[src/rtl/seg_scroll_monitor_if.sv]
// Bus bundle for the 7-segment scroll monitor: sampled display inputs and the
// rebuilt-frame outputs. The master drives the display bus; the monitor is the slave.
interface seg_scroll_monitor_if;
  logic [7:0]  seg_in;
  logic [3:0]  an_in;
  logic [19:0] digit_code;
  logic [31:0] frame_seg;
  logic        frame_valid;
  logic        scroll_step;
  logic        bad_pattern;
  logic        an_error;
  logic        stale;
  logic [7:0]  scroll_count;

  modport master (
    output seg_in, an_in,
    input  digit_code, frame_seg, frame_valid, scroll_step,
           bad_pattern, an_error, stale, scroll_count
  );

  modport slave (
    input  seg_in, an_in,
    output digit_code, frame_seg, frame_valid, scroll_step,
           bad_pattern, an_error, stale, scroll_count
  );
endinterface

[src/rtl/seg_scroll_monitor.sv]
// Passive monitor of a multiplexed 4-digit 7-segment bus: rebuilds frames,
// decodes characters and flags frames that are a one-character left scroll.
module seg_scroll_monitor #(
  parameter int SETTLE_CYCLES = 16,
  parameter int STALE_LIMIT   = 2000000,
  parameter int CNT_W         = 22
) (
  input  logic                basys_clock,
  input  logic                rst_n,
  seg_scroll_monitor_if.slave bus
);

  localparam int STB_W = $clog2(SETTLE_CYCLES + 1);
  localparam logic [STB_W-1:0] STB_SAT   = STB_W'(SETTLE_CYCLES);
  localparam logic [STB_W-1:0] STB_CAP   = STB_W'(SETTLE_CYCLES - 1);
  localparam logic [CNT_W-1:0] LIMIT     = CNT_W'(STALE_LIMIT);
  localparam logic [CNT_W-1:0] LIMIT_M1  = CNT_W'(STALE_LIMIT - 1);
  localparam logic [4:0]       CODE_BAD  = 5'h1E;
  localparam logic [4:0]       CODE_BLK  = 5'h1F;

  function automatic logic [4:0] decode_seg(input logic [6:0] s);
    case (s)
      7'h40:   return 5'h00;
      7'h79:   return 5'h01;
      7'h24:   return 5'h02;
      7'h30:   return 5'h03;
      7'h19:   return 5'h04;
      7'h12:   return 5'h05;
      7'h02:   return 5'h06;
      7'h78:   return 5'h07;
      7'h00:   return 5'h08;
      7'h10:   return 5'h09;
      7'h41:   return 5'h11;
      7'h46:   return 5'h12;
      7'h06:   return 5'h13;
      7'h3F:   return 5'h10;
      7'h7F:   return CODE_BLK;
      default: return CODE_BAD;
    endcase
  endfunction

  function automatic logic has_bad(input logic [3:0][4:0] codes);
    logic any;
    any = 1'b0;
    for (int i = 0; i < 4; i++) begin
      if (codes[i] == CODE_BAD) any = 1'b1;
    end
    return any;
  endfunction

  // Stage p0: registered bus sample; stage p1: previous sample for stability compare
  logic [7:0] seg_p0_q, seg_p1_q;
  logic [3:0] an_p0_q, an_p1_q;

  always_ff @(posedge basys_clock or negedge rst_n) begin
    if (!rst_n) begin
      seg_p0_q <= 8'hFF;
      seg_p1_q <= 8'hFF;
      an_p0_q  <= 4'hF;
      an_p1_q  <= 4'hF;
    end else begin
      seg_p0_q <= bus.seg_in;
      seg_p1_q <= seg_p0_q;
      an_p0_q  <= bus.an_in;
      an_p1_q  <= an_p0_q;
    end
  end

  logic       legal, blank, illegal, same;
  logic [1:0] slot;

  always_comb begin
    legal = 1'b1;
    slot  = 2'd0;
    case (an_p0_q)
      4'b1110: slot = 2'd0;
      4'b1101: slot = 2'd1;
      4'b1011: slot = 2'd2;
      4'b0111: slot = 2'd3;
      default: legal = 1'b0;
    endcase
    blank   = (an_p0_q == 4'hF);
    illegal = !legal && !blank;
    same    = (an_p0_q == an_p1_q) && (seg_p0_q == seg_p1_q);
  end

  // Settle counter, dwell lock and capture strobe
  logic [STB_W-1:0] stb_q, stb_d;
  logic             dwell_q, dwell_d;
  logic             ill_q;
  logic             an_error_q, an_error_d;
  logic             capture;

  always_comb begin
    stb_d = '0;
    if (legal && same) begin
      stb_d = (stb_q == STB_SAT) ? stb_q : stb_q + STB_W'(1);
    end
    capture    = legal && same && (stb_d == STB_CAP) && !dwell_q;
    dwell_d    = dwell_q;
    if (!same)        dwell_d = 1'b0;
    else if (capture) dwell_d = 1'b1;
    an_error_d = illegal && !ill_q;
  end

  always_ff @(posedge basys_clock or negedge rst_n) begin
    if (!rst_n) begin
      stb_q      <= '0;
      dwell_q    <= 1'b0;
      ill_q      <= 1'b0;
      an_error_q <= 1'b0;
    end else begin
      stb_q      <= stb_d;
      dwell_q    <= dwell_d;
      ill_q      <= illegal;
      an_error_q <= an_error_d;
    end
  end

  // Stale watchdog: a capture in the timeout cycle wins and suppresses the timeout
  logic [CNT_W-1:0] cnt_q, cnt_d;
  logic             stale_q, stale_d;
  logic             timeout;

  always_comb begin
    cnt_d   = cnt_q;
    stale_d = stale_q;
    timeout = 1'b0;
    if (capture) begin
      cnt_d   = '0;
      stale_d = 1'b0;
    end else if (cnt_q != LIMIT) begin
      cnt_d = cnt_q + CNT_W'(1);
      if (cnt_q == LIMIT_M1) begin
        timeout = 1'b1;
        stale_d = 1'b1;
      end
    end
  end

  // Slot store: raw byte and decoded code per digit position, plus captured bits
  logic [3:0][7:0] slot_seg_q, slot_seg_d;
  logic [3:0][4:0] slot_code_q, slot_code_d;
  logic [3:0]      slot_vld_q, slot_vld_d;
  logic            publish;

  always_comb begin
    publish     = &slot_vld_q;
    slot_seg_d  = slot_seg_q;
    slot_code_d = slot_code_q;
    slot_vld_d  = slot_vld_q;
    if (publish || timeout) slot_vld_d = '0;
    if (capture) begin
      slot_seg_d[slot]  = seg_p0_q;
      slot_code_d[slot] = decode_seg(seg_p0_q[6:0]);
      slot_vld_d[slot]  = 1'b1;
    end
  end

  // Publish and scroll check against the previously published codes
  logic [3:0][4:0] prev_q, prev_d;
  logic [19:0]     digit_code_q, digit_code_d;
  logic [31:0]     frame_seg_q, frame_seg_d;
  logic            frame_valid_d, scroll_step_d;
  logic            frame_valid_q, scroll_step_q;
  logic            bad_q, bad_d;
  logic [7:0]      scroll_count_q, scroll_count_d;
  logic            shift_match;

  always_comb begin
    shift_match    = (slot_code_q[3] == prev_q[2]) &&
                     (slot_code_q[2] == prev_q[1]) &&
                     (slot_code_q[1] == prev_q[0]);
    prev_d         = prev_q;
    digit_code_d   = digit_code_q;
    frame_seg_d    = frame_seg_q;
    bad_d          = bad_q;
    scroll_count_d = scroll_count_q;
    frame_valid_d  = 1'b0;
    scroll_step_d  = 1'b0;
    if (publish) begin
      frame_valid_d = 1'b1;
      digit_code_d  = slot_code_q;
      frame_seg_d   = slot_seg_q;
      bad_d         = has_bad(slot_code_q);
      prev_d        = slot_code_q;
      if (shift_match && (slot_code_q != prev_q)) begin
        scroll_step_d  = 1'b1;
        scroll_count_d = scroll_count_q + 8'd1;
      end
    end
  end

  always_ff @(posedge basys_clock or negedge rst_n) begin
    if (!rst_n) begin
      cnt_q          <= '0;
      stale_q        <= 1'b0;
      slot_seg_q     <= {4{8'hFF}};
      slot_code_q    <= {4{CODE_BLK}};
      slot_vld_q     <= '0;
      prev_q         <= {4{CODE_BLK}};
      digit_code_q   <= 20'hFFFFF;
      frame_seg_q    <= 32'hFFFFFFFF;
      frame_valid_q  <= 1'b0;
      scroll_step_q  <= 1'b0;
      bad_q          <= 1'b0;
      scroll_count_q <= 8'd0;
    end else begin
      cnt_q          <= cnt_d;
      stale_q        <= stale_d;
      slot_seg_q     <= slot_seg_d;
      slot_code_q    <= slot_code_d;
      slot_vld_q     <= slot_vld_d;
      prev_q         <= prev_d;
      digit_code_q   <= digit_code_d;
      frame_seg_q    <= frame_seg_d;
      frame_valid_q  <= frame_valid_d;
      scroll_step_q  <= scroll_step_d;
      bad_q          <= bad_d;
      scroll_count_q <= scroll_count_d;
    end
  end

  assign bus.digit_code   = digit_code_q;
  assign bus.frame_seg    = frame_seg_q;
  assign bus.frame_valid  = frame_valid_q;
  assign bus.scroll_step  = scroll_step_q;
  assign bus.bad_pattern  = bad_q;
  assign bus.an_error     = an_error_q;
  assign bus.stale        = stale_q;
  assign bus.scroll_count = scroll_count_q;

endmodule
[src/flat_wrapper.sv]
// flat-port wrapper written by rule: the top's interface ports become plain ports
module seg_scroll_monitor_flat 
#(
  parameter int SETTLE_CYCLES = 16,
  parameter int STALE_LIMIT   = 2000000,
  parameter int CNT_W         = 22
)
  (basys_clock, rst_n, bus_seg_in, bus_an_in, bus_digit_code, bus_frame_seg, bus_frame_valid, bus_scroll_step, bus_bad_pattern, bus_an_error, bus_stale, bus_scroll_count);
  seg_scroll_monitor_if bus_i ();
  input  logic basys_clock;
  input  logic rst_n;
  input wire logic [$bits(bus_i.seg_in)-1:0] bus_seg_in;
  input wire logic [$bits(bus_i.an_in)-1:0] bus_an_in;
  output wire logic [$bits(bus_i.digit_code)-1:0] bus_digit_code;
  output wire logic [$bits(bus_i.frame_seg)-1:0] bus_frame_seg;
  output wire logic [$bits(bus_i.frame_valid)-1:0] bus_frame_valid;
  output wire logic [$bits(bus_i.scroll_step)-1:0] bus_scroll_step;
  output wire logic [$bits(bus_i.bad_pattern)-1:0] bus_bad_pattern;
  output wire logic [$bits(bus_i.an_error)-1:0] bus_an_error;
  output wire logic [$bits(bus_i.stale)-1:0] bus_stale;
  output wire logic [$bits(bus_i.scroll_count)-1:0] bus_scroll_count;
  assign bus_i.seg_in = bus_seg_in;
  assign bus_i.an_in = bus_an_in;
  assign bus_digit_code = bus_i.digit_code;
  assign bus_frame_seg = bus_i.frame_seg;
  assign bus_frame_valid = bus_i.frame_valid;
  assign bus_scroll_step = bus_i.scroll_step;
  assign bus_bad_pattern = bus_i.bad_pattern;
  assign bus_an_error = bus_i.an_error;
  assign bus_stale = bus_i.stale;
  assign bus_scroll_count = bus_i.scroll_count;
  seg_scroll_monitor #(.SETTLE_CYCLES(SETTLE_CYCLES), .STALE_LIMIT(STALE_LIMIT), .CNT_W(CNT_W)) u_core (.basys_clock(basys_clock), .rst_n(rst_n), .bus(bus_i));
endmodule
[config.mk]
export PLATFORM = sky130hd
export DESIGN_NAME = seg_scroll_monitor_flat
export DESIGN_NICKNAME = d
export VERILOG_FILES = /design/src/rtl/seg_scroll_monitor_if.sv /design/src/rtl/seg_scroll_monitor.sv /design/src/flat_wrapper.sv
export SDC_FILE = /design/constraint.sdc
export NUM_CORES = 1
export LEC_CHECK = 0
export ABC_AREA = 1
export CORE_MARGIN = 2
export CORE_UTILIZATION = 55
export CTS_CLUSTER_DIAMETER = 80
export DETAILED_ROUTE_END_ITERATION = 12
export PLACE_DENSITY = 0.77
export SYNTH_ARGS = -nofsm -noshare
export SYNTH_HDL_FRONTEND = slang
export SYNTH_SLANG_ARGS = --single-unit
[constraint.sdc]
create_clock -name basys_clock -period 2.8 [get_ports basys_clock]
set_clock_uncertainty 0.1 [all_clocks]
set_input_delay 0.84 -clock basys_clock [delete_from_list [all_inputs] [get_ports basys_clock]]
set_output_delay 0.84 -clock basys_clock [all_outputs]
set_load 0.03 [all_outputs]
==> flow_summary.ini, run 1 <==
[clocking]
insertion_delay_ns = 0.43
cts_hold_buf = 0
root_buffer = clkbuf_16
cts_tree = yes
clk_pin_slew_ns = 0.07
numClockSinks = 174
clock_path_buffers = 2
cts_resized = 0
htreeDepth = 4
post_cts_buffers = 0
cts_buffers = 17

[route]
antenna_left = 0
drt_wl_total_um = 19000
vias = 6965
drt_pass1_iterations = 7
drcViolationCount = 0
wl_per_cell_um = 14.2
drt_iter0_drc = 462
drt-vias-per-instance = 5.20

[power]
switching_power_w = 0.00117
power_frac_comb_pct = 2.9
p_per_area_nw_per_um2 = 524
p_seq_share_pct = 48.8
switching_share_pct = 22.1
clkPwrFrac_pct = 48.3
internal-power_w = 0.00412
p_leak_nw = 4.87
max-vdd-ir-drop_mv = 0.447
p_total_w = 0.00528

[grt]
grt_pass1_vias = 6815
grt_max_degree = 77
overflow = 0
antenna_found_initial = 0
gr-usage-all-layers_pct = 24.7
grt_pass1_wl_um = 32300

[critical_path]
worst_setup_path_end_kind = primary output
r2r-start = u_core.stb_q[0]
critical_path_depth = 1
crit_path_max_fanout = 4
crit_arrival_ns = 1.72
cp-startpoint = u_core.bus.digit_code[11]
r2r_cells = 11
cp-start-kind = flip-flop
crit_type = flip-flop to primary output
path_buf_inv = 1
cp_top_family = buffers and inverters
r2r_slack_ns = 0.44
cpMaxStageDelayCell = clkdlybuf4s50_1
required_ns = 1.86
r2r-end = u_core.slot_vld_q[3]
crit_path_cell_trace = clkdlybuf4s50_1
critical_path.max_stage_delay_ns = 0.69
endpoint = bus_digit_code[11]

[floorplan]
die_width_um = 129
io_pins = 79
die_area_sq_um = 16500
die_h_um = 129
rows = 45
start_util_pct = 56.1
core_area_sq_um = 15200

[sta]
period_minus_slack_ns = 2.66
rsz0062_at_grt = false
clock.fmax_ghz = 0.376
hold_viol_final = 0
fin_setup_tns_ns = 0
slew_violations = 0
period_share_pct = 94.9
relSlewSlack_pct = 52.3
worst_pin_slew_ns = 0.715
setup_viol = 0

[layout]
drive_above_1_share_pct = 17.3
antenna_cells = 0
fin_nets = 1157
area_growth_pct = 18.2

[outcome]
status = complete, no violations

[synthesis]
synth_seq_area_share_pct = 52.9
avgSynthCellArea_sq_um = 8.04
synth_cells = 1060
syn_area_sq_um = 8530
yosysUniqueCellTypes = 40
synth_edf_count = 0
synthFlopType = dfstp_2
syn_nets = 1079
ys_ff_latch = 174
ys_warn_count = 0
synth-async-reset-ratio_pct = 100

[hold_path]
hold_path_class = input port to async pin

[placement]
dp_hpwl_um = 13600
io_buffers = 78
gp_congestion = 0.901

[flow_run]
max-cap-violations = 0
[cell type report]
type | count | area [sq um]
Clock inverter | 12 | 171
Inverter | 114 | 433
Fill cell | 1265 | 5120
Sequential cell | 174 | 4510
Clock buffer | 20 | 468
Tap cell | 188 | 235
Multi-Input combinational cell | 743 | 3380
Timing Repair Buffer | 88 | 882
[worst reg2reg max path: cells and delay by family (launching register included)]
family	cells	cell delay, ns
XOR/XNOR	1	0.22
adder cells (fa/ha/maj)	1	0.22
buffers and inverters	2	0.09
flip-flops	1	0.41
AND/OR/NAND/NOR	7	1.25
[cell usage in the layout, fill, tap and decap left out, types with 4 or more instances in the layout]
master and instances:
inv_8 4, nor3_1 13, inv_1 107, nor2_4 5, a31oi_1 5, nand4_1 31
inv_2 6, nand3_1 34, nand2_1 476, xor2_1 5, dfrtp_1 46, xnor2_1 20
and2_1 4, clkbuf_16 18, o21ai_0 26, nor4_1 5, buf_4 8, nor2_1 80
a21oi_1 7, dfstp_2 128, nand3_4 4, nand3b_1 4, ha_1 5, clkdlybuf4s50_1 77
[power by group through the flow]
| stage | Combinational [W] | Sequential, W | Clock, W |
|---|---|---|---|
| after CTS | 0.000157 | 0.00258 | 0.00259 |
| after global placement | 0.000155 | 0.00262 | 0 |
| after global routing | 0.000175 | 0.00258 | 0.00269 |
| after detailed placement | 0.000156 | 0.00262 | 0 |
| after floorplan | 0.0000678 | 0.00261 | 0 |
| final | 0.000153 | 0.00258 | 0.00255 |
[synthesized netlist by cell type, types with 6 or more instances]
library cell / instances / area share [%]
a21oi_1: 7 / 0.41
clkbuf_1: 10 / 0.44
inv_2: 6 / 0.26
dfstp_2: 128 / 39
nand2_1: 476 / 21
buf_6: 11 / 1.5
nand4_1: 31 / 2.3
nand3_1: 34 / 2.0
dfrtp_1: 46 / 14
nor2_1: 80 / 3.5
xnor2_1: 20 / 2.1
nor3_1: 13 / 0.76
inv_1: 107 / 4.7
o21ai_0: 26 / 1.5
[how the worst min path moves through the flow]
stage,from,endpoint,slack (ns),cells past startpoint
3_3_place_gp,u_core.an_p0_q[2],u_core.an_p1_q[2],0.27,0
6_report,rst_n,u_core.cnt_q[16],0.19,1
3_5_place_dp,u_core.an_p0_q[2],u_core.an_p1_q[2],0.27,0
4_1_cts,rst_n,u_core.cnt_q[21],0.18,1
5_1_grt,rst_n,u_core.cnt_q[21],0.20,1
2_1_floorplan,u_core.seg_p0_q[2],u_core.seg_p1_q[2],0.25,0
[sequential cells by signal, indices dropped and copies added (netlist names), 4 cells and up]
| register | count |
|---|---|
| u_core.an_p0_q | 4 |
| u_core.an_p1_q | 4 |
| u_core.bus.digit_code | 19 |
| u_core.bus.frame_seg | 32 |
| u_core.bus.scroll_count | 8 |
| u_core.cnt_q | 22 |
| u_core.seg_p0_q | 8 |
| u_core.seg_p1_q | 8 |
| u_core.slot_code_q | 20 |
| u_core.slot_seg_q | 32 |
| u_core.slot_vld_q | 4 |
| u_core.stb_q | 5 |
[layer usage]
layer  wire (um)  GRT usage [%]
met1        8810           32.8
met2        8970           41.2
met3         763           4.28
met4         460           8.50
met5           0              0
[cell families after synthesis]
family / count (synthesis) / synth area share [%]
adders and majority gates: 5 / 0.734
xor gates and xnor gates: 25 / 2.57
AOI/OAI and AO/OA: 42 / 2.69
and+or+nand+nor: 671 / 33.6
buffers and inverters: 143 / 7.44
DFF: 174 / 52.9
[metrics by stage]
| stage | utilization (%) | instances | setup WS [ns] | hold WS [ns] | cell area (sq um) |
|---|---|---|---|---|---|
| final | 66.3 | 1339 | 0.142 | 0.194 | 10100 |
| after global placement | 62.1 | 1307 | 0.528 | 0.274 | 9440 |
| after CTS | 66.3 | 1339 | 0.131 | 0.183 | 10100 |
| after floorplan | - | 1060 | 0.814 | 0.252 | 8530 |
| after global routing | 66.3 | 1339 | 0.105 | 0.203 | 10100 |
| after detailed placement | 62.1 | 1307 | 0.515 | 0.275 | 9440 |
Note: power is estimated with default switching activity, not from simulation.
==> run 2, diff against run 1 <==
SLEW_MARGIN = 20   (was not set)
==> results of run 2 <==
Final layout, timing and power as in run 1 (identical DEF).
